--- src/rtl/restoring_divider.sv ---
`default_nettype none
// ============================================================================
//  Module   : restoring_divider
//  Purpose  : Sequential unsigned restoring divider, one quotient bit per clock,
//             with a start/busy/done handshake and divide-by-zero reporting.
//  Revision : 1.0  initial release
// ============================================================================
module restoring_divider #(
    parameter int WIDTH = 4
) (
    input  logic             clk,
    input  logic             rst,
    input  logic             start,
    input  logic [WIDTH-1:0] dividend,
    input  logic [WIDTH-1:0] divisor,
    output logic [WIDTH-1:0] quotient,
    output logic [WIDTH-1:0] remainder,
    output logic             busy,
    output logic             done,
    output logic             div_by_zero
);

    localparam int CW = $clog2(WIDTH + 1);
    localparam logic [CW-1:0] C_ITERATIONS = CW'(WIDTH);
    localparam logic [CW-1:0] C_LAST       = CW'(1);

    typedef enum logic [1:0] {
        S_IDLE = 2'd0,
        S_RUN  = 2'd1,
        S_DZ   = 2'd2
    } state_t;

    state_t           state_q;
    logic [WIDTH-1:0] a_q;
    logic [WIDTH-1:0] q_q;
    logic [WIDTH-1:0] m_q;
    logic [CW-1:0]    cnt_q;
    logic [WIDTH-1:0] quotient_q;
    logic [WIDTH-1:0] remainder_q;
    logic             busy_q;
    logic             done_q;
    logic             dbz_q;

    // The partial remainder always ends an iteration below the divisor, so it
    // is stored in WIDTH bits; the extra bit is only needed for the trial
    // subtract, where the shifted value can reach 2*divisor-1.
    logic [WIDTH:0]   a_shift_d;
    logic [WIDTH:0]   trial_d;
    logic [WIDTH-1:0] a_d;
    logic [WIDTH-1:0] q_d;
    logic [CW-1:0]    cnt_d;

    assign a_shift_d = {a_q, q_q[WIDTH-1]};
    assign trial_d   = a_shift_d - {1'b0, m_q};
    assign a_d       = trial_d[WIDTH] ? a_shift_d[WIDTH-1:0] : trial_d[WIDTH-1:0];
    assign q_d       = {q_q[WIDTH-2:0], ~trial_d[WIDTH]};
    assign cnt_d     = cnt_q - C_LAST;

    always_ff @(posedge clk) begin
        if (rst) begin
            state_q     <= S_IDLE;
            a_q         <= '0;
            q_q         <= '0;
            m_q         <= '0;
            cnt_q       <= '0;
            quotient_q  <= '0;
            remainder_q <= '0;
            busy_q      <= 1'b0;
            done_q      <= 1'b0;
            dbz_q       <= 1'b0;
        end else begin
            done_q <= 1'b0;
            case (state_q)
                S_IDLE: begin
                    if (start) begin
                        // Dividend goes into Q either way so DZ can return it.
                        a_q    <= '0;
                        q_q    <= dividend;
                        m_q    <= divisor;
                        cnt_q  <= C_ITERATIONS;
                        busy_q <= 1'b1;
                        if (divisor == '0) begin
                            state_q <= S_DZ;
                        end else begin
                            state_q <= S_RUN;
                        end
                    end
                end
                S_RUN: begin
                    a_q   <= a_d;
                    q_q   <= q_d;
                    cnt_q <= cnt_d;
                    if (cnt_q == C_LAST) begin
                        quotient_q  <= q_d;
                        remainder_q <= a_d;
                        dbz_q       <= 1'b0;
                        done_q      <= 1'b1;
                        busy_q      <= 1'b0;
                        state_q     <= S_IDLE;
                    end
                end
                S_DZ: begin
                    quotient_q  <= '1;
                    remainder_q <= q_q;
                    dbz_q       <= 1'b1;
                    done_q      <= 1'b1;
                    busy_q      <= 1'b0;
                    state_q     <= S_IDLE;
                end
                default: begin
                    busy_q  <= 1'b0;
                    state_q <= S_IDLE;
                end
            endcase
        end
    end

    assign quotient    = quotient_q;
    assign remainder   = remainder_q;
    assign busy        = busy_q;
    assign done        = done_q;
    assign div_by_zero = dbz_q;

endmodule
`default_nettype wire

--- config.mk ---
export PLATFORM = sky130hd
export DESIGN_NAME = restoring_divider
export DESIGN_NICKNAME = d
export VERILOG_FILES = /design/src/rtl/restoring_divider.sv
export SDC_FILE = /design/constraint.sdc
export NUM_CORES = 1
export LEC_CHECK = 0
export BUFFER_PORTS_ARGS = -buffer_cell sky130_fd_sc_hd__buf_2
export CORE_MARGIN = 2
export CORE_UTILIZATION = 45
export DETAILED_ROUTE_END_ITERATION = 16
export HOLD_SLACK_MARGIN = 0.03
export PLACE_DENSITY = 0.65
export SLEW_MARGIN = 20
export SYNTH_ARGS = -nofsm -noshare
export SYNTH_HDL_FRONTEND = slang
export SYNTH_SLANG_ARGS = --single-unit
--- constraint.sdc ---
create_clock -name clk -period 2.8 [get_ports clk]
set_input_delay 0.14 -clock clk [delete_from_list [all_inputs] [get_ports clk]]
set_output_delay 0.14 -clock clk [all_outputs]
set_load 0.1 [all_outputs]
# == After elaboration in Yosys (flattened, before gate mapping) ==
# Index checks and enable logic that the tools add are counted.
# word_totals
ff_bits,28
out_inout_bits,11
in_bits,11
word_cells,47
# op_classes
bitwise,1
reduce_logical,8
mux,21
n_eq_ne,5
n_addsub,2
# ops
operator,n
$pmux 4 s2,4
$mux 4,5
$reduce_and 2->1,4
$mux 2,3
$pmux 1 s2,3
$pmux 3 s2,1
$sub 5x4->5,1
$logic_not 4->1,1
$ne 2x2->1 const B,2
$pmux 2 s2,1
$reduce_bool 2->1,2
$eq 3x1->1 const B,1
$mux 1,3
$mux 3,1
$sub 3x1->3 const B,1
$eq 2x1->1 const B,1
$eq 2x2->1 const B,1
$logic_not 2->1,1
$not 1->1,1

# == Logic depth before layout (Yosys ltp) ==
# Gate-level depths: netlist (run 1).
# logic_depth
ltp_word,4
ltp_mapped,9
mapped_depth_nobuf,9

# == Least setup slack after synthesis (run 1) ==
# Ideal clock, no wire load.
# synth_timing
path_type,register -> register
start,reg q_q[3]
end,reg remainder_q[0] (netlist: remainder[0])
slack_ns,0.650
path_stages_with_launch,10
required_ns,2.720
period_less_slack_ns,2.150
n_path_buf,0
setup_ns,0.080
t_arrival_ns,2.070
cell_sequence,dfxtp_1 > inv_1 > ha_1 > inv_1 > fa_1 > a21o_1 > a21oi_4 > xnor2_2 > mux2_4 > a211oi_2
# synth_via
elab_chain_cells,4
# synth_lines
element,line,source
start: declaration,35,logic [WIDTH-1:0] q_q;
start signal: assignment,78,q_q <= dividend;
start signal: assignment,91,q_q <= q_d;
$sub 5x4->5,54,"assign trial_d = a_shift_d - {1'b0, m_q};"
$mux 4 (*),55,assign a_d = trial_d[WIDTH] ? a_shift_d[WIDTH-1:0] : trial_d[WIDTH-1:0];
$mux 4 (*),93,if (cnt_q == C_LAST) begin
$pmux 4 s2 (*),73,case (state_q)
end signal: assignment,104,remainder_q <= q_q;
end: declaration,39,logic [WIDTH-1:0] remainder_q;
# Mark *: on every way between the ends. The rest lies on a longest branch, timed or not. The select of a mux whose other input is x is not followed.
# A chain may end at the register's enable or synchronous reset.

# == Final worst setup path (run 1) ==
# Same ends and word-level chain as after synthesis.

==> results of run 1 <==
worst max-delay path, cell delays in order, from the launching register on:
cell,delay (ns)
dfxtp_1,0.35
inv_1,0.09
ha_1,0.17
inv_1,0.05
fa_1,0.40
a21o_1,0.20
a21oi_4,0.22
xnor2_2,0.22
mux2_4,0.35
a211oi_2,0.20
state kept, by name, indices dropped and copies added, names as in the netlist:
name,count
remainder,4
m_q,4
a_q,4
done,1
q_q,4
quotient,4
state_q,2
div_by_zero,1
busy,1
cnt_q,3
synth_stat cells (2+ instances only):
| library cell | instances | area (um2) |
|---|---|---|
| o22ai_1 | 5 | 31.3 |
| o21ai_0 | 12 | 60.1 |
| nor3b_1 | 2 | 15.0 |
| a31oi_1 | 2 | 12.5 |
| a21oi_1 | 17 | 85.1 |
| dfxtp_1 | 28 | 561 |
| nand2b_1 | 4 | 25.0 |
| nand3_1 | 5 | 25.0 |
| xor2_1 | 3 | 26.3 |
| mux2i_1 | 5 | 50.1 |
| buf_2 | 2 | 10.0 |
| clkbuf_1 | 7 | 26.3 |
| nand2_1 | 21 | 78.8 |
| ha_1 | 9 | 113 |
| inv_1 | 14 | 52.6 |
| nor2_1 | 17 | 63.8 |
| a211oi_1 | 9 | 67.6 |
area by class of cell:
type | instances | area, um2 | share of cell area
multi-input combinational | 133 | 862 | 0.508
sequential | 28 | 561 | 0.330
timing repair buffer | 24 | 128 | 0.0752
tap | 46 | 57.6 | 0.0339
inverter | 14 | 52.6 | 0.0310
clock buffer | 4 | 36.3 | 0.0214
how the worst min path moves through the flow:
stage,cells past startpoint,endpoint,slack (ns)
floorplan,2,m_q[1]$_SDFFE_PP0P_,0.30
global placement,3,m_q[1]$_SDFFE_PP0P_,0.42
detailed placement,3,m_q[0]$_SDFFE_PP0P_,0.44
CTS,3,m_q[0]$_SDFFE_PP0P_,0.07
global route,3,m_q[1]$_SDFFE_PP0P_,0.07
finish,3,m_q[2]$_SDFFE_PP0P_,0.06
report_power, final:
group          internal, mW  switching, mW
combinational        0.0996          0.194
sequential            0.427         0.0245
clock                0.0798          0.128
stage by stage:
step / instance area, um2 / std cells
4_1_cts: 1700 / 249
3_3_place_gp: 1660 / 245
3_5_place_dp: 1660 / 245
2_1_floorplan: 1510 / 184
5_1_grt: 1700 / 249
6_report: 1700 / 249
per-layer routing:
| metal | up-vias | global-route usage | wire length (um) |
|---|---|---|---|
| met1 | 634 | 0.251 | 1590 |
| met3 | 6 | 0.0290 | 178 |
| li1 | 687 | - | - |
| met5 | - | 0 | 0 |
| met2 | 40 | 0.321 | 1490 |
| met4 | 0 | 0.0729 | 70 |
cell families (layout without fill, tap and decap cells):
family | after synthesis | in the layout | synth area share
adder cells (fa/ha/maj) | 10 | 10 | 0.0878
multiplexers | 7 | 7 | 0.0505
buffers and inverters | 23 | 42 | 0.0588
XOR/XNOR | 4 | 4 | 0.0282
AND/OR/NAND/NOR | 55 | 55 | 0.163
flip-flops | 28 | 28 | 0.371
AO/OA/AOI/OAI | 57 | 57 | 0.241
==> impl_metrics.toml, run 1 <==
[sta]
rsz0062_at_grt = "no"
period_share = 0.821
slew_viol_final = 0
setup-violations-final = 0
hold_viol = 0
timing.slew.headroom = 0.523
fmax_mhz = 435
worstMarginPinSlew_ns = 0.708
fin_ws_ns = 0.501
skew_ns = 0.00864
layout_min_cycle_time_ns = 2.30
setup_tns_ns = 0
hold_ws_ns = 0.0561

[synth]
syn_area_um2 = 1510
synth.avg_cell_area_um2 = 8.21
ys_seq_area_frac = 0.371
ys_types = 39
yosysWarnings = 0
synthFlopType = "dfxtp_1"
synth_fp_nets = 205
synth_edf_count = 0
synth_seq_cells = 28
syn_inst = 184
async_flop_share = 0

[detailed_routing]
wl_per_cell_um = 13.3
drc = 0
ant_nets = 0
drt_wl_total_um = 3320
dr.pass1.iters = 4
via_count = 1367
viasPerCell = 5.49
drt_iter0_drc = 80

[clock_network]
cts_setup_buffers = 0
clock_latency_ns = 0.34
clock_path_buffers = 2
clkTransAtPathRegs_ns = 0.16
cts_resized = 0
cts_max_level = 1
clock_sinks = 28
tritoncts = "yes"
cts-hold-fix-buffers = 0
numCtsBuffers = 3
cts-root-buf = "clkbuf_4"

[power]
power_mw = 0.953
leakagePower_nw = 0.689
irDropWorstVdd_v = 0.000274
powerDensity_nw_per_um2 = 562

[finish]
fillers = 330
final_util = 0.517
area_growth_pct = 12.3
diodes = 0
final_common_cell = "dfxtp_1"
num-nets-final = 225
final_cell_mix = "28 x dfxtp_1, 21 x nand2_1, 21 x buf_2"
drive_gt1_frac = 0.172

[setup_path]
crit_end = "remainder[0]$_SDFFE_PP0P_"
cp_max_fo = 6
end_kind = "register"
startpoint_type = "register"
r2r-start = "q_q[3]$_SDFFE_PP0P_"
crit_arrival_ns = 2.58
r2r_slack_ns = 0.50
cp.required_ns = 3.08
r2r-end = "remainder[0]$_SDFFE_PP0P_"
critPathLaunch = "q_q[3]$_SDFFE_PP0P_"
crit_type = "register to register"
worstRegToRegCells = 9

[floorplan]
ios = 22
die_h_um = 62.0
die_x_um = 62.0
core.rowCount = 21
fp.coreArea_um2 = 3280
die_area_um2 = 3840
start_util = 0.460

[placed_design]
dp_slack_ns = 0.521
hpwl_um = 2520
numPortBuffers = 21
place_congestion = 0.795

[worst_hold_path]
worstHoldStart = "divisor[2]"
hold_path_class = "input pin to register"

[global_route]
antenna_found_initial = 0
overflow = 0
grt_first_pass_wirelength_um = 5550
grt_util_all_layers = 0.193
grt_pass1_vias = 1298
grt_max_degree = 28

[run]
drv_cap = 0

[outcome]
status = "finished, final reports clean"
Power figures use the tool's default switching activity.
==> run 2, diff against run 1 <==
Settings changed: ABC_AREA set to 1.
Clock period 2.8 ns to 2.2 ns, I/O delays scaled along.
==> run 2 against run 1 <==
Against the previous run: clock skew shrank 0.0026 ns; synthesized cell count rose by 4.9%; flip-flop and latch count is the same; sequential share of layout area increased by 1.2 points; global-route usage shrank 0.50 points; register-to-register slack lost 0.16 ns; sequential power grew 24%; count of clock-buffer cells in the layout unchanged; critical path type unchanged; cell area shrank 3.6%; largest cell class unchanged; via count is 4.8% lower.
==> impl_metrics.toml, run 2 <==
[finish]
num-nets-final = 236
final_common_cell = "nand2_1"
diodes = 0
drive_gt1_frac = 0.173
fillers = 311
area_growth_pct = 12.3
seq_area_um2 = 561
multi_input_area_um2 = 783
final_cell_mix = "42 x nand2_1, 30 x a21oi_1, 28 x dfxtp_1"
final_area_um2 = 1640

[synth]
yosysTopAreaCellShare = 0.385
synth_edf_count = 0
ys_top_cells_by_area = "dfxtp_1 38%, nand2_1 11%, a21oi_1 10%"
yosysWarnings = 0
ys_seq_area_frac = 0.385
synthFlopType = "dfxtp_1"
synth_most_common_cell = "nand2_1"
synth_common_cells = "42 x nand2_1, 30 x a21oi_1, 28 x dfxtp_1"
synth_seq_cells = 28
synth.avg_cell_area_um2 = 7.55
async_flop_share = 0
ys_types = 27
synth_fp_nets = 214
syn_area_um2 = 1460
syn_inst = 193
synth_area_leader_cell = "dfxtp_1"

[detailed_routing]
maxUsedRoutingLayer = "met4"
met2_length_um = 1530
ant_nets = 0
dr.pass1.iters = 4
wl_per_cell_um = 12.3
wl_met1_um = 1480
drt_iter0_drc = 72
via_count = 1301
drt_wl_total_um = 3170
drc = 0
met3_length_um = 115
viasPerCell = 5.04

[setup_path]
end_kind = "register"
crit_arrival_ns = 2.14
critPathLaunch = "q_q[3]$_SDFFE_PP0P_"
r2r_slack_ns = 0.34
r2r-end = "a_q[3]$_SDFFE_PP0P_"
cp.required_ns = 2.48
worstRegToRegCells = 11
startpoint_type = "register"
r2r-start = "q_q[3]$_SDFFE_PP0P_"
cp_max_fo = 6
crit_type = "register to register"

[sta]
setup-violations-final = 0
layout_min_cycle_time_ns = 1.86
hold_ws_ns = 0.0414
timing.slew.headroom = 0.661
period_share = 0.846
fmax_mhz = 538
worstMarginPinSlew_ns = 0.509
skew_ns = 0.00608
slew_viol_final = 0
hold_viol = 0
setup_tns_ns = 0
rsz0062_at_grt = "no"

[placed_design]
place_congestion = 0.864
hpwl_um = 2430
placed_cell_area_um2 = 1590
numPortBuffers = 21

[global_route]
overflow = 0
antenna_found_initial = 0
grt_util_all_layers = 0.188
grt_max_degree = 17
grt_pass1_vias = 1219
grt_first_pass_wirelength_um = 5200

[floorplan]
ios = 22
fp.coreArea_um2 = 3080
die_area_um2 = 3710
start_util = 0.473
die_x_um = 60.9
core.rowCount = 20
die_h_um = 60.9

[run]
drv_cap = 0

[clock_network]
numCtsBuffers = 3
cts_max_level = 1
clock_latency_ns = 0.33
clock_path_buffers = 2
tritoncts = "yes"
clock_sinks = 28
cts_setup_buffers = 0
cts-root-buf = "clkbuf_4"
clkTransAtPathRegs_ns = 0.15

[worst_hold_path]
min_to = "q_q[2]$_SDFFE_PP0P_"
worstHoldStart = "dividend[2]"
hold_depth = 3
hold_path_class = "input pin to register"

[power]
irDropWorstVdd_v = 0.000346
leakagePower_nw = 0.726
powerDensity_nw_per_um2 = 701
power_mw = 1.15

[outcome]
status = "finished, final reports clean"
## run 2: area by class of cell
| cell class | count | area share |
|---|---|---|
| multi-input combinational | 138 | 0.479 |
| clock buffer | 4 | 0.0222 |
| timing repair buffer | 22 | 0.0704 |
| tap | 44 | 0.0337 |
| sequential | 28 | 0.343 |
| inverter | 22 | 0.0520 |
## run 2: worst max-delay path, cell delays in order, from the launching register on
cell and delay, ns:
dfxtp_1 0.35, inv_1 0.08, ha_1 0.14, inv_1 0.07, fa_1 0.42, nand3_1 0.11, nand3_2 0.15, nand2_2 0.15
nand2_1 0.06, nand2_1 0.07, nand2_1 0.07, a21oi_2 0.14
## run 2: logic make-up (layout without fill, tap and decap cells)
kind of cell | after synthesis | count (layout) | synth area share
DFF | 28 | 28 | 0.385
buffers and inverters | 27 | 48 | 0.0773
xor gates and xnor gates | 2 | 2 | 0.0120
adders and majority gates | 10 | 10 | 0.0911
and+or+nand+nor | 74 | 74 | 0.232
AOI/OAI and AO/OA | 52 | 52 | 0.203
## run 2: worst max-delay path by stage
stage | slack (ns) | depth (start not counted) | end
6_report | 0.34 | 11 | a_q[3]$_SDFFE_PP0P_
5_1_grt | 0.19 | 11 | a_q[3]$_SDFFE_PP0P_
4_1_cts | 0.36 | 11 | a_q[3]$_SDFFE_PP0P_
3_5_place_dp | 0.38 | 11 | a_q[3]$_SDFFE_PP0P_
3_3_place_gp | 0.49 | 11 | a_q[3]$_SDFFE_PP0P_
2_1_floorplan | 0.57 | 11 | a_q[3]$_SDFFE_PP0P_
## run 2: report_power, final
group	total [mW]	internal, mW	switching [mW]	leakage (nW)
clock	0.251	0.101	0.150	0.0210
sequential	0.562	0.540	0.0218	0.229
combinational	0.332	0.107	0.226	0.477
total	1.15	0.748	0.398	0.726
## run 2: what timing repair did
item,4_1_cts,5_1_grt
setup endpoints to repair,0,0
endpoints found under the hold margin,1,0
hold buffers,1,0
gates resized for setup,0,0
## run 2: through the flow
| stage | instances | setup slack (ns) | util |
|---|---|---|---|
| after global placement | 253 | 0.491 | 0.516 |
| after global routing | 258 | 0.189 | 0.531 |
| after floorplan | 193 | 0.568 | - |
| final | 258 | 0.340 | 0.531 |
| after detailed placement | 253 | 0.383 | 0.516 |
| after CTS | 258 | 0.356 | 0.531 |
## run 2: routing by layer
metal | track usage | up-vias
met5 | 0 | -
met4 | 0.0745 | 0
met3 | 0.0277 | 5
met2 | 0.316 | 25
met1 | 0.242 | 587
li1 | - | 684
